===== src/rtl/parity_engine_pkg.sv =====
// Shared types and constants for the bit-serial parity engine.
package parity_pkg;

   localparam int unsigned MIN_LEN = 5;
   localparam int unsigned MODE_W  = 3;

   typedef enum logic [MODE_W-1:0] {
      P_NONE  = 3'd0,
      P_EVEN  = 3'd1,
      P_ODD   = 3'd2,
      P_MARK  = 3'd3,
      P_SPACE = 3'd4
   } p_mode_t;

   typedef enum logic [1:0] {
      IDLE  = 2'd0,
      SHIFT = 2'd1,
      DONE  = 2'd2
   } state_t;

   // Encodings above P_SPACE are reserved and rejected at start.
   function automatic logic mode_legal(input logic [MODE_W-1:0] m);
      return m <= MODE_W'(P_SPACE);
   endfunction

endpackage


===== src/rtl/parity_engine_if.sv =====
// Frame-controller <-> parity engine handshake and result bundle.
interface parity_engine_if
   import parity_pkg::*;
#(
   parameter int unsigned DATA_W = 8,
   parameter int unsigned LEN_W  = $clog2(DATA_W + 1)
);

   logic              start;
   logic [DATA_W-1:0] data;
   logic [LEN_W-1:0]  data_len;
   logic [MODE_W-1:0] p_mode;
   logic              chk_en;
   logic              chk_bit;
   logic              busy;
   logic              p_valid;
   logic              p_bit;
   logic              p_en;
   logic              p_err;
   logic              cfg_err;

   modport master (
      output start, data, data_len, p_mode, chk_en, chk_bit,
      input  busy, p_valid, p_bit, p_en, p_err, cfg_err
   );

   modport slave (
      input  start, data, data_len, p_mode, chk_en, chk_bit,
      output busy, p_valid, p_bit, p_en, p_err, cfg_err
   );

endinterface


===== src/rtl/parity_engine_map.sv =====
// Mode/accumulator to parity-bit mapping; shared with the Rx checker.
module parity_map
   import parity_pkg::*;
(
   input  p_mode_t mode_i,
   input  logic    acc_i,
   output logic    p_bit_c_o,
   output logic    p_en_c_o
);

   always_comb begin
      p_bit_c_o = 1'b0;
      p_en_c_o  = 1'b0;
      case (mode_i)
         P_EVEN: begin
            p_bit_c_o = acc_i;
            p_en_c_o  = 1'b1;
         end
         P_ODD: begin
            p_bit_c_o = ~acc_i;
            p_en_c_o  = 1'b1;
         end
         P_MARK: begin
            p_bit_c_o = 1'b1;
            p_en_c_o  = 1'b1;
         end
         P_SPACE: begin
            p_bit_c_o = 1'b0;
            p_en_c_o  = 1'b1;
         end
         default: begin
            p_bit_c_o = 1'b0;
            p_en_c_o  = 1'b0;
         end
      endcase
   end

endmodule


===== src/rtl/parity_engine.sv =====
// Bit-serial parity generator/checker: latches a frame, folds data_len
// bits LSB first into an accumulator, then reports parity for one cycle.
module parity_engine
   import parity_pkg::*;
#(
   parameter int unsigned DATA_W = 8,
   parameter int unsigned LEN_W  = $clog2(DATA_W + 1)
) (
   input  logic            clk,
   input  logic            reset,
   parity_engine_if.slave  bus
);

   state_t            state_q, state_d;
   logic [DATA_W-1:0] shreg_q, shreg_d;
   logic [LEN_W-1:0]  cnt_q, cnt_d;
   logic              acc_q, acc_d;
   p_mode_t           mode_q, mode_d;
   logic              chk_en_q, chk_en_d;
   logic              chk_bit_q, chk_bit_d;

   logic busy_q, busy_d;
   logic p_valid_q, p_valid_d;
   logic p_bit_q, p_bit_d;
   logic p_en_q, p_en_d;
   logic p_err_q, p_err_d;
   logic cfg_err_q, cfg_err_d;

   logic    cfg_ok_c;
   p_mode_t map_mode_c;
   logic    map_acc_c;
   logic    map_bit_c;
   logic    map_en_c;

   assign cfg_ok_c = (bus.data_len >= LEN_W'(MIN_LEN)) &&
                     (bus.data_len <= LEN_W'(DATA_W)) &&
                     mode_legal(bus.p_mode);

   // DONE is entered either from IDLE (NONE only, result is 0/0 regardless of
   // acc) or from the last SHIFT cycle, so map the incoming result directly.
   assign map_mode_c = (state_q == IDLE) ? p_mode_t'(bus.p_mode) : mode_q;
   assign map_acc_c  = acc_q ^ shreg_q[0];

   parity_map u_map (
      .mode_i    (map_mode_c),
      .acc_i     (map_acc_c),
      .p_bit_c_o (map_bit_c),
      .p_en_c_o  (map_en_c)
   );

   always_ff @(posedge clk) begin
      if (reset) begin
         state_q   <= IDLE;
         shreg_q   <= '0;
         cnt_q     <= '0;
         acc_q     <= 1'b0;
         mode_q    <= P_NONE;
         chk_en_q  <= 1'b0;
         chk_bit_q <= 1'b0;
         busy_q    <= 1'b0;
         p_valid_q <= 1'b0;
         p_bit_q   <= 1'b0;
         p_en_q    <= 1'b0;
         p_err_q   <= 1'b0;
         cfg_err_q <= 1'b0;
      end else begin
         state_q   <= state_d;
         shreg_q   <= shreg_d;
         cnt_q     <= cnt_d;
         acc_q     <= acc_d;
         mode_q    <= mode_d;
         chk_en_q  <= chk_en_d;
         chk_bit_q <= chk_bit_d;
         busy_q    <= busy_d;
         p_valid_q <= p_valid_d;
         p_bit_q   <= p_bit_d;
         p_en_q    <= p_en_d;
         p_err_q   <= p_err_d;
         cfg_err_q <= cfg_err_d;
      end
   end

   always_comb begin
      state_d   = state_q;
      shreg_d   = shreg_q;
      cnt_d     = cnt_q;
      acc_d     = acc_q;
      mode_d    = mode_q;
      chk_en_d  = chk_en_q;
      chk_bit_d = chk_bit_q;
      p_valid_d = 1'b0;
      p_bit_d   = p_bit_q;
      p_en_d    = p_en_q;
      p_err_d   = 1'b0;
      cfg_err_d = 1'b0;

      case (state_q)
         IDLE: begin
            if (bus.start) begin
               if (cfg_ok_c) begin
                  shreg_d   = bus.data;
                  cnt_d     = bus.data_len;
                  acc_d     = 1'b0;
                  mode_d    = p_mode_t'(bus.p_mode);
                  chk_en_d  = bus.chk_en;
                  chk_bit_d = bus.chk_bit;
                  state_d   = (p_mode_t'(bus.p_mode) == P_NONE) ? DONE : SHIFT;
               end else begin
                  cfg_err_d = 1'b1;
               end
            end
         end
         SHIFT: begin
            acc_d   = map_acc_c;
            shreg_d = shreg_q >> 1;
            cnt_d   = cnt_q - LEN_W'(1);
            if (cnt_q == LEN_W'(1)) begin
               state_d = DONE;
            end
         end
         DONE: begin
            state_d = IDLE;
         end
         default: begin
            state_d = IDLE;
         end
      endcase

      busy_d = (state_d != IDLE);

      // Result registers load on DONE entry so they are valid with p_valid.
      if (state_d == DONE) begin
         p_valid_d = 1'b1;
         p_bit_d   = map_bit_c;
         p_en_d    = map_en_c;
         p_err_d   = chk_en_d & map_en_c & (chk_bit_d != map_bit_c);
      end
   end

   assign bus.busy    = busy_q;
   assign bus.p_valid = p_valid_q;
   assign bus.p_bit   = p_bit_q;
   assign bus.p_en    = p_en_q;
   assign bus.p_err   = p_err_q;
   assign bus.cfg_err = cfg_err_q;

endmodule


===== src/flat_wrapper.sv =====
// flat-port wrapper written by rule: the top's interface ports become plain ports
module parity_engine_flat import parity_pkg::*;
#(
   parameter int unsigned DATA_W = 8,
   parameter int unsigned LEN_W  = $clog2(DATA_W + 1)
)
  (clk, reset, bus_start, bus_data, bus_data_len, bus_p_mode, bus_chk_en, bus_chk_bit, bus_busy, bus_p_valid, bus_p_bit, bus_p_en, bus_p_err, bus_cfg_err);
  parity_engine_if #(.DATA_W(DATA_W), .LEN_W(LEN_W)) bus_i ();
  input  logic clk;
  input  logic reset;
  input wire logic [$bits(bus_i.start)-1:0] bus_start;
  input wire logic [$bits(bus_i.data)-1:0] bus_data;
  input wire logic [$bits(bus_i.data_len)-1:0] bus_data_len;
  input wire logic [$bits(bus_i.p_mode)-1:0] bus_p_mode;
  input wire logic [$bits(bus_i.chk_en)-1:0] bus_chk_en;
  input wire logic [$bits(bus_i.chk_bit)-1:0] bus_chk_bit;
  output wire logic [$bits(bus_i.busy)-1:0] bus_busy;
  output wire logic [$bits(bus_i.p_valid)-1:0] bus_p_valid;
  output wire logic [$bits(bus_i.p_bit)-1:0] bus_p_bit;
  output wire logic [$bits(bus_i.p_en)-1:0] bus_p_en;
  output wire logic [$bits(bus_i.p_err)-1:0] bus_p_err;
  output wire logic [$bits(bus_i.cfg_err)-1:0] bus_cfg_err;
  assign bus_i.start = bus_start;
  assign bus_i.data = bus_data;
  assign bus_i.data_len = bus_data_len;
  assign bus_i.p_mode = bus_p_mode;
  assign bus_i.chk_en = bus_chk_en;
  assign bus_i.chk_bit = bus_chk_bit;
  assign bus_busy = bus_i.busy;
  assign bus_p_valid = bus_i.p_valid;
  assign bus_p_bit = bus_i.p_bit;
  assign bus_p_en = bus_i.p_en;
  assign bus_p_err = bus_i.p_err;
  assign bus_cfg_err = bus_i.cfg_err;
  parity_engine #(.DATA_W(DATA_W), .LEN_W(LEN_W)) u_core (.clk(clk), .reset(reset), .bus(bus_i));
endmodule

===== config.mk =====
export PLATFORM = sky130hd
export DESIGN_NAME = parity_engine_flat
export DESIGN_NICKNAME = d
export VERILOG_FILES = /design/src/rtl/parity_engine_pkg.sv /design/src/rtl/parity_engine_if.sv /design/src/rtl/parity_engine_map.sv /design/src/rtl/parity_engine.sv /design/src/flat_wrapper.sv
export SDC_FILE = /design/constraint.sdc
export NUM_CORES = 1
export LEC_CHECK = 0
export CORE_UTILIZATION = 30
export CTS_BUF_LIST = sky130_fd_sc_hd__clkbuf_4 sky130_fd_sc_hd__clkbuf_8 sky130_fd_sc_hd__clkbuf_16
export CTS_CLUSTER_SIZE = 8
export DETAILED_ROUTE_END_ITERATION = 10
export PLACE_DENSITY = 0.6
export SYNTH_ARGS = -nofsm -noshare
export SYNTH_HDL_FRONTEND = slang
export SYNTH_SLANG_ARGS = --single-unit

===== constraint.sdc =====
create_clock -name clk -period 2.3 [get_ports clk]
set_clock_uncertainty 0.15 [all_clocks]
set_input_delay 0.46 -clock clk [delete_from_list [all_inputs] [get_ports clk]]
set_output_delay 0.46 -clock clk [all_outputs]
set_load 0.1 [all_outputs]

==> results.md, run 1 <==
### Logic synthesis
- number of distinct standard cells referenced by the synthesized netlist: 42
- xor/xnor cell area share of the yosys netlist: 1.97%
- synthesized area per cell: 9.34 um2
- portion of synthesized cell area occupied by the leading cell type: 39.0%
- commonest cells in the netlist: dfxtp_1 (26), nor2_1 (15), mux2i_1 (12)
- compound-gate portion of the synthesized area: 17.9%
- number of flops mapped to enable cells by yosys: 0
- share of cell area taken by muxes after synthesis: 10.9%
- syn nets: 165
- count leader, synth: dfxtp_1
- synthesized-area fraction occupied by and/or/nand/nor cells: 24.7%
- count of state elements after synthesis: 26
- post-synthesis instance total: 143
- part of the Yosys area used for sequential elements: 39.0%
- dominant register cell in the synthesized netlist: dfxtp_1
- adder-cell share of the synthesized area: 1.87%
- netlist area before placement: 1340 um2
- total number of yosys warnings: 0
- share of synthesized registers carrying an async set or reset: 0%
- leading post-synthesis cells by cell area: dfxtp_1 (39%), mux2i_1 (9.0%), a211oi_2 (6.6%)
- dominant combinational cell family by area after synthesis: simple AND/OR/NAND/NOR gates
- cell taking the most area after synthesis: dfxtp_1

### Worst setup path
- CP Max Fanout: 8
- R2R setup slack: 0.54 ns
- kind of cell adding the most delay to the critical path: buffers and inverters
- data arrival time of the critical path: 2.12 ns
- CP required: 2.31 ns
- crit-path max cell delay: 0.51 ns
- WS Path Type: primary input to register
- slowest stage cell, crit path: clkdlybuf4s50_1
- nature of the critical path endpoint: register
- buffer and inverter count on the worst path: 3
- sort of element at the start of the critical path: primary input
- Cell Chain, Critical Path: clkdlybuf4s50_1, nor2b_1, mux2i_2, buf_4, nor3_4, buf_12, mux2i_1, a211oi_2

### Power and ir drop
- power per standard cell area: 555 nW/um2
- worst IR drop on VDD: 411 uV
- LEAKAGE: 0.000671 uW

### STA
- worst setup margin: 0.187 ns
- final critical-path share of the clock period: 91.9%
- slew margin rel.: 70.8%
- maximum achievable frequency: 0.473 GHz
- worst hold slack: 0.338 ns
- transition time of the tightest slew-check pin: 0.437 ns
- final-report max-slew violation count: 0
- fin crit period: 2.11 ns
- setup repair after global routing missed its margin: false
- Hold Fails Final Rpt: 0
- total of endpoints with negative setup slack in the final report: 0

### Placement
- dpl cells: 226
- HPWL after detailed placement: 2.36 mm
- number of buffer cells added on primary ports: 25
- worst setup slack after placement: -0.118 ns
- Routability Congestion: 0.800
- cell area after placement: 1720 um2

### Routing
- post-route ant nets: 0
- Iter 0 DRT Violations: 39
- total iterations of the first detailed-routing run: 4
- via-per-instance ratio: 4.93
- routed wire length per instance: 13.3 um
- total via count after detailed routing: 1,133
- post-detailed-route DRC marker count: 0
- overall routed net length: 3.06 mm

### Clocking
- Root Driver: clkbuf_8
- insertion delay to the later sink of the worst-skew pair: 0.27 ns
- register clock-pin slew on the reported worst setup and hold paths: 0.09 ns
- CTS-repair resized insts: 0
- number of buffers between clock root and the deepest sink: 2
- CTS HTree Levels: 1
- number of buffers inserted to repair setup after CTS: 0
- count of hold buffers inserted by post-cts repair: 0
- TritonCTS clock tree: built
- clock buffers created by TritonCTS: 3
- number of clock sinks seen by CTS: 26

### Floorplanning
- IO Count: 26
- Total Die Area: 4720 um2
- area of the core: 4140 um2
- Cell Rows: 23
- Initial Util: 32.2%
- die boundary width: 68.7 um
- floorplan die height: 68.7 um

### GRT
- largest net degree at the start of global routing: 20
- number of global-route vias before repair: 1,158
- overall track demand over capacity in global routing: 14.8%
- initial antenna violation count: 0
- first-pass GRT wire length: 5.14 mm
- gr ovfl total: 0

### Cells and area
- number of diodes added for antenna fixing: 0
- share of layout cells above drive strength 1: 22.8%
- area of all placed cells without fillers: 1780 um2
- filler-free cell count of the finished design: 230
- Layout area overhead: 33.3%
- count of filler cells inserted in the layout: 409
- post-layout net count: 203

### Hold path
- type of the worst min-delay path: register to register

### Run
- number of max-cap violations: 0

### Run status
- run status: finished, final reports clean

## layout by cell type, fill, tap and decap left out, drive strengths merged, types with 6 or more instances in the layout
cell type,count
dfxtp,26
buf,21
clkdlybuf4s50,19
nor2,18
mux2i,13
a21oi,10
nor3,9
o21ai,9
a211oi,7
nand2,6
## layer usage
metal,GRT usage [%],vias up,routed length (um)
met4,3.06,0,16
li1,-,588,-
met1,17.1,520,1450
met5,0,-,0
met3,3.95,2,142
met2,27.1,23,1450
## kinds of logic (layout without fill, tap and decap cells)
| kind of cell | Yosys count | after routing |
|---|---|---|
| buf+inv | 11 | 48 |
| simple gates | 55 | 55 |
| compound gates | 32 | 32 |
| xor+xnor | 3 | 3 |
| flops | 26 | 26 |
| fa+ha+maj | 2 | 2 |
| mux | 14 | 14 |
## state kept, by name (all words and copies together) (netlist names)
name	count
u_core.acc_q	1
u_core.bus.busy	1
u_core.bus.cfg_err	1
u_core.bus.p_bit	1
u_core.bus.p_en	1
u_core.bus.p_err	1
u_core.bus.p_valid	1
u_core.chk_bit_q	1
u_core.chk_en_q	1
u_core.cnt_q	4
u_core.mode_q	3
u_core.shreg_q	8
u_core.state_q	2
## where the power goes
part / switching (uW) / internal (uW)
logic: 103 / 101
registers: 16.1 / 471
clock network: 143 / 153
total: 262 / 726
## area by class of cell
type | instances | area (um2) | share of cell area, %
Multi-Input combinational cell | 106 | 766 | 43.0
Sequential cell | 26 | 520 | 29.3
Timing Repair Buffer | 40 | 360 | 20.3
Tap cell | 50 | 62.6 | 3.52
Clock buffer | 4 | 55.1 | 3.09
Inverter | 4 | 15.0 | 0.844
## worst register-to-register path, delay by kind of cell (launching register included)
| family | cells | cell delay, ns |
|---|---|---|
| flip-flops | 1 | 0.33 |
| AO/OA/AOI/OAI | 2 | 0.39 |
| buffers and inverters | 1 | 0.08 |
| adder cells (fa/ha/maj) | 1 | 0.14 |
| AND/OR/NAND/NOR | 3 | 0.62 |
## stage by stage
step           setup TNS (ns)  power [uW]  util (%)
3_5_place_dp           -0.896         704      41.6
3_3_place_gp           -0.313         698      41.6
5_1_grt                     0        1030      42.9
2_1_floorplan               0         620         -
6_report                    0         988      42.9
4_1_cts                     0        1000      42.9
## final timing paths
path	startpoint	endpoint	cells past startpoint
max reg2reg	u_core.cnt_q[1]	u_core.bus.p_err	7
min reg2reg	u_core.cnt_q[1]	u_core.cnt_q[1]	2
max	bus_data_len[2]	u_core.shreg_q[0]	8
min	u_core.cnt_q[1]	u_core.cnt_q[1]	2
Note: power is estimated with default switching activity, not from simulation.
==> inputs of run 2 (changes only) <==
- CTS_CLUSTER_SIZE: 8 -> 10
==> results of run 2 <==
The final DEF is identical to that of run 1; final timing and power are the same.
==> inputs of run 3 (changes only) <==
- CELL_PAD_IN_SITES_DETAIL_PLACEMENT: default -> 0
- CELL_PAD_IN_SITES_GLOBAL_PLACEMENT: default -> 2
- PLACE_DENSITY: 0.6 -> 0.85
==> run 3 against run 2 <==
Net effect: worst hold slack got worse by 0.0012 ns; sequential power hardly changed; cell count increased by 0.43%; count of clock-buffer cells in the layout fell by 1; clock power shrank 17%; critical endpoint is now u_core.bus.p_err; non-clock buffer count is 2 higher; utilization about the same; critical path depth is 1 lower; setup slack lost 0.10 ns; routed wire length is 1.4% higher; highest routed layer unchanged; first-iteration DRC count down 41%.
==> results.md, run 3 (synthesized netlist as in run 1, its figures left out) <==
### Cells and area
- register area: 520 um2
- share of layout cells above drive strength 1: 23.2%
- Layout area overhead: 33.4%
- most common cell after layout, fill and taps aside: dfxtp_1
- post-layout net count: 205
- leading cell types in the layout, fill and taps excluded: dfxtp_1 (26), buf_4 (22), clkdlybuf4s50_1 (19), nor2_1 (15), mux2i_1 (12)
- area occupied by multi-input gates: 766 um2
- count of filler cells inserted in the layout: 433
- largest register by flop count: u_core.shreg_q
- number of flip-flops in the largest register: 8
- number of diodes added for antenna fixing: 0
- biggest regs: u_core.shreg_q x8, u_core.cnt_q x4, u_core.mode_q x3

### Floorplanning
- Cell Rows: 23
- floorplan die height: 68.7 um
- area of the core: 4140 um2
- IO Count: 26
- Initial Util: 32.2%
- die boundary width: 68.7 um
- Total Die Area: 4720 um2

### STA
- final critical-path share of the clock period: 96.3%
- transition time of the tightest slew-check pin: 0.467 ns
- fin crit period: 2.21 ns
- setup repair after global routing missed its margin: false
- worst hold slack: 0.337 ns
- maximum achievable frequency: 0.452 GHz
- worst setup margin: 0.0858 ns
- final-report max-slew violation count: 0
- Hold Fails Final Rpt: 0
- total of endpoints with negative setup slack in the final report: 0
- slew margin rel.: 68.8%

### Clocking
- clock buffers created by TritonCTS: 3
- CTS-repair resized insts: 0
- number of buffers between clock root and the deepest sink: 2
- number of buffers inserted to repair setup after CTS: 0
- count of hold buffers inserted by post-cts repair: 0
- number of clock sinks seen by CTS: 26
- CTS HTree Levels: 1
- register clock-pin slew on the reported worst setup and hold paths: 0.08 ns
- TritonCTS clock tree: built
- Root Driver: clkbuf_8
- insertion delay to the later sink of the worst-skew pair: 0.26 ns

### Worst setup path
- WS Path Type: primary input to register
- CP required: 2.31 ns
- data arrival time of the critical path: 2.22 ns
- CP Max Fanout: 6
- nature of the critical path endpoint: register
- sort of element at the start of the critical path: primary input

### Placement
- worst setup slack after placement: -0.184 ns
- Routability Congestion: 0.814
- number of buffer cells added on primary ports: 25
- HPWL after detailed placement: 2.45 mm

### Hold path
- type of the worst min-delay path: register to register

### Routing
- total iterations of the first detailed-routing run: 4
- post-detailed-route DRC marker count: 0
- post-route ant nets: 0
- overall routed net length: 3.10 mm
- via-per-instance ratio: 4.98
- Iter 0 DRT Violations: 23
- total via count after detailed routing: 1,151
- routed wire length per instance: 13.4 um

### GRT
- overall track demand over capacity in global routing: 14.9%
- first-pass GRT wire length: 5.15 mm
- number of global-route vias before repair: 1,182
- largest net degree at the start of global routing: 20
- gr ovfl total: 0
- initial antenna violation count: 0

### Power and ir drop
- power per standard cell area: 527 nW/um2
- worst IR drop on VDD: 353 uV
- LEAKAGE: 0.000674 uW

### Run
- number of max-cap violations: 0

### Run status
- run status: finished, final reports clean

[run 3: cell types whose count changed in the layout (fill, tap and decap cells not counted)]
cell,before,now
buf_4,20,22
clkbuf_8,4,3
[run 3: stage by stage]
step	TNS (ns)	area [um2]	std cells	power, uW	util [%]
floorplan	0	1340	143	620	-
global route	0	1780	231	998	43.0
detailed placement	-0.593	1740	228	706	42.0
finish	0	1780	231	939	43.0
global placement	-0.304	1740	228	701	42.0
CTS	0	1780	231	955	43.0
[run 3: power breakdown]
part / switching [uW] / total [uW] / leakage (uW) / internal (uW)
clock: 127 / 245 / 0.0000216 / 117
sequential: 15.9 / 487 / 0.000211 / 471
combinational: 104 / 207 / 0.000441 / 103
total: 248 / 939 / 0.000674 / 691
[run 3: final cells by class]
cell class | count | area share, %
Sequential cell | 26 | 29.2
Inverter | 4 | 0.843
Tap cell | 50 | 3.51
Multi-Input combinational cell | 106 | 43.0
Timing Repair Buffer | 42 | 21.1
Clock buffer | 3 | 2.32
[run 3: metal layers]
layer,part of all wire (%),track usage [%],wire [um],up-vias
met3,3.7,3.95,115,2
met1,43,15.9,1330,540
met5,0,0,0,-
li1,-,-,-,591
met2,53,29.3,1630,18
met4,0.55,2.30,17,0
[run 3: worst paths after layout]
check / slack, ns / end / cells after the start / from
worst min-delay path: 0.34 / u_core.cnt_q[1] / 2 / u_core.cnt_q[1]
worst min register to register: 0.34 / u_core.cnt_q[1] / 2 / u_core.cnt_q[1]
worst max register to register: 0.49 / u_core.bus.p_err / 7 / u_core.state_q[0]
worst max-delay path: 0.09 / u_core.bus.p_err / 7 / bus_data_len[2]
[run 3: worst max-delay path, cell delays in order]
cell and delay, ns:
clkdlybuf4s50_1 0.50, nor2b_1 0.16, mux2i_2 0.10, buf_4 0.17, or3b_1 0.43, and3_1 0.19
o2111a_1 0.22
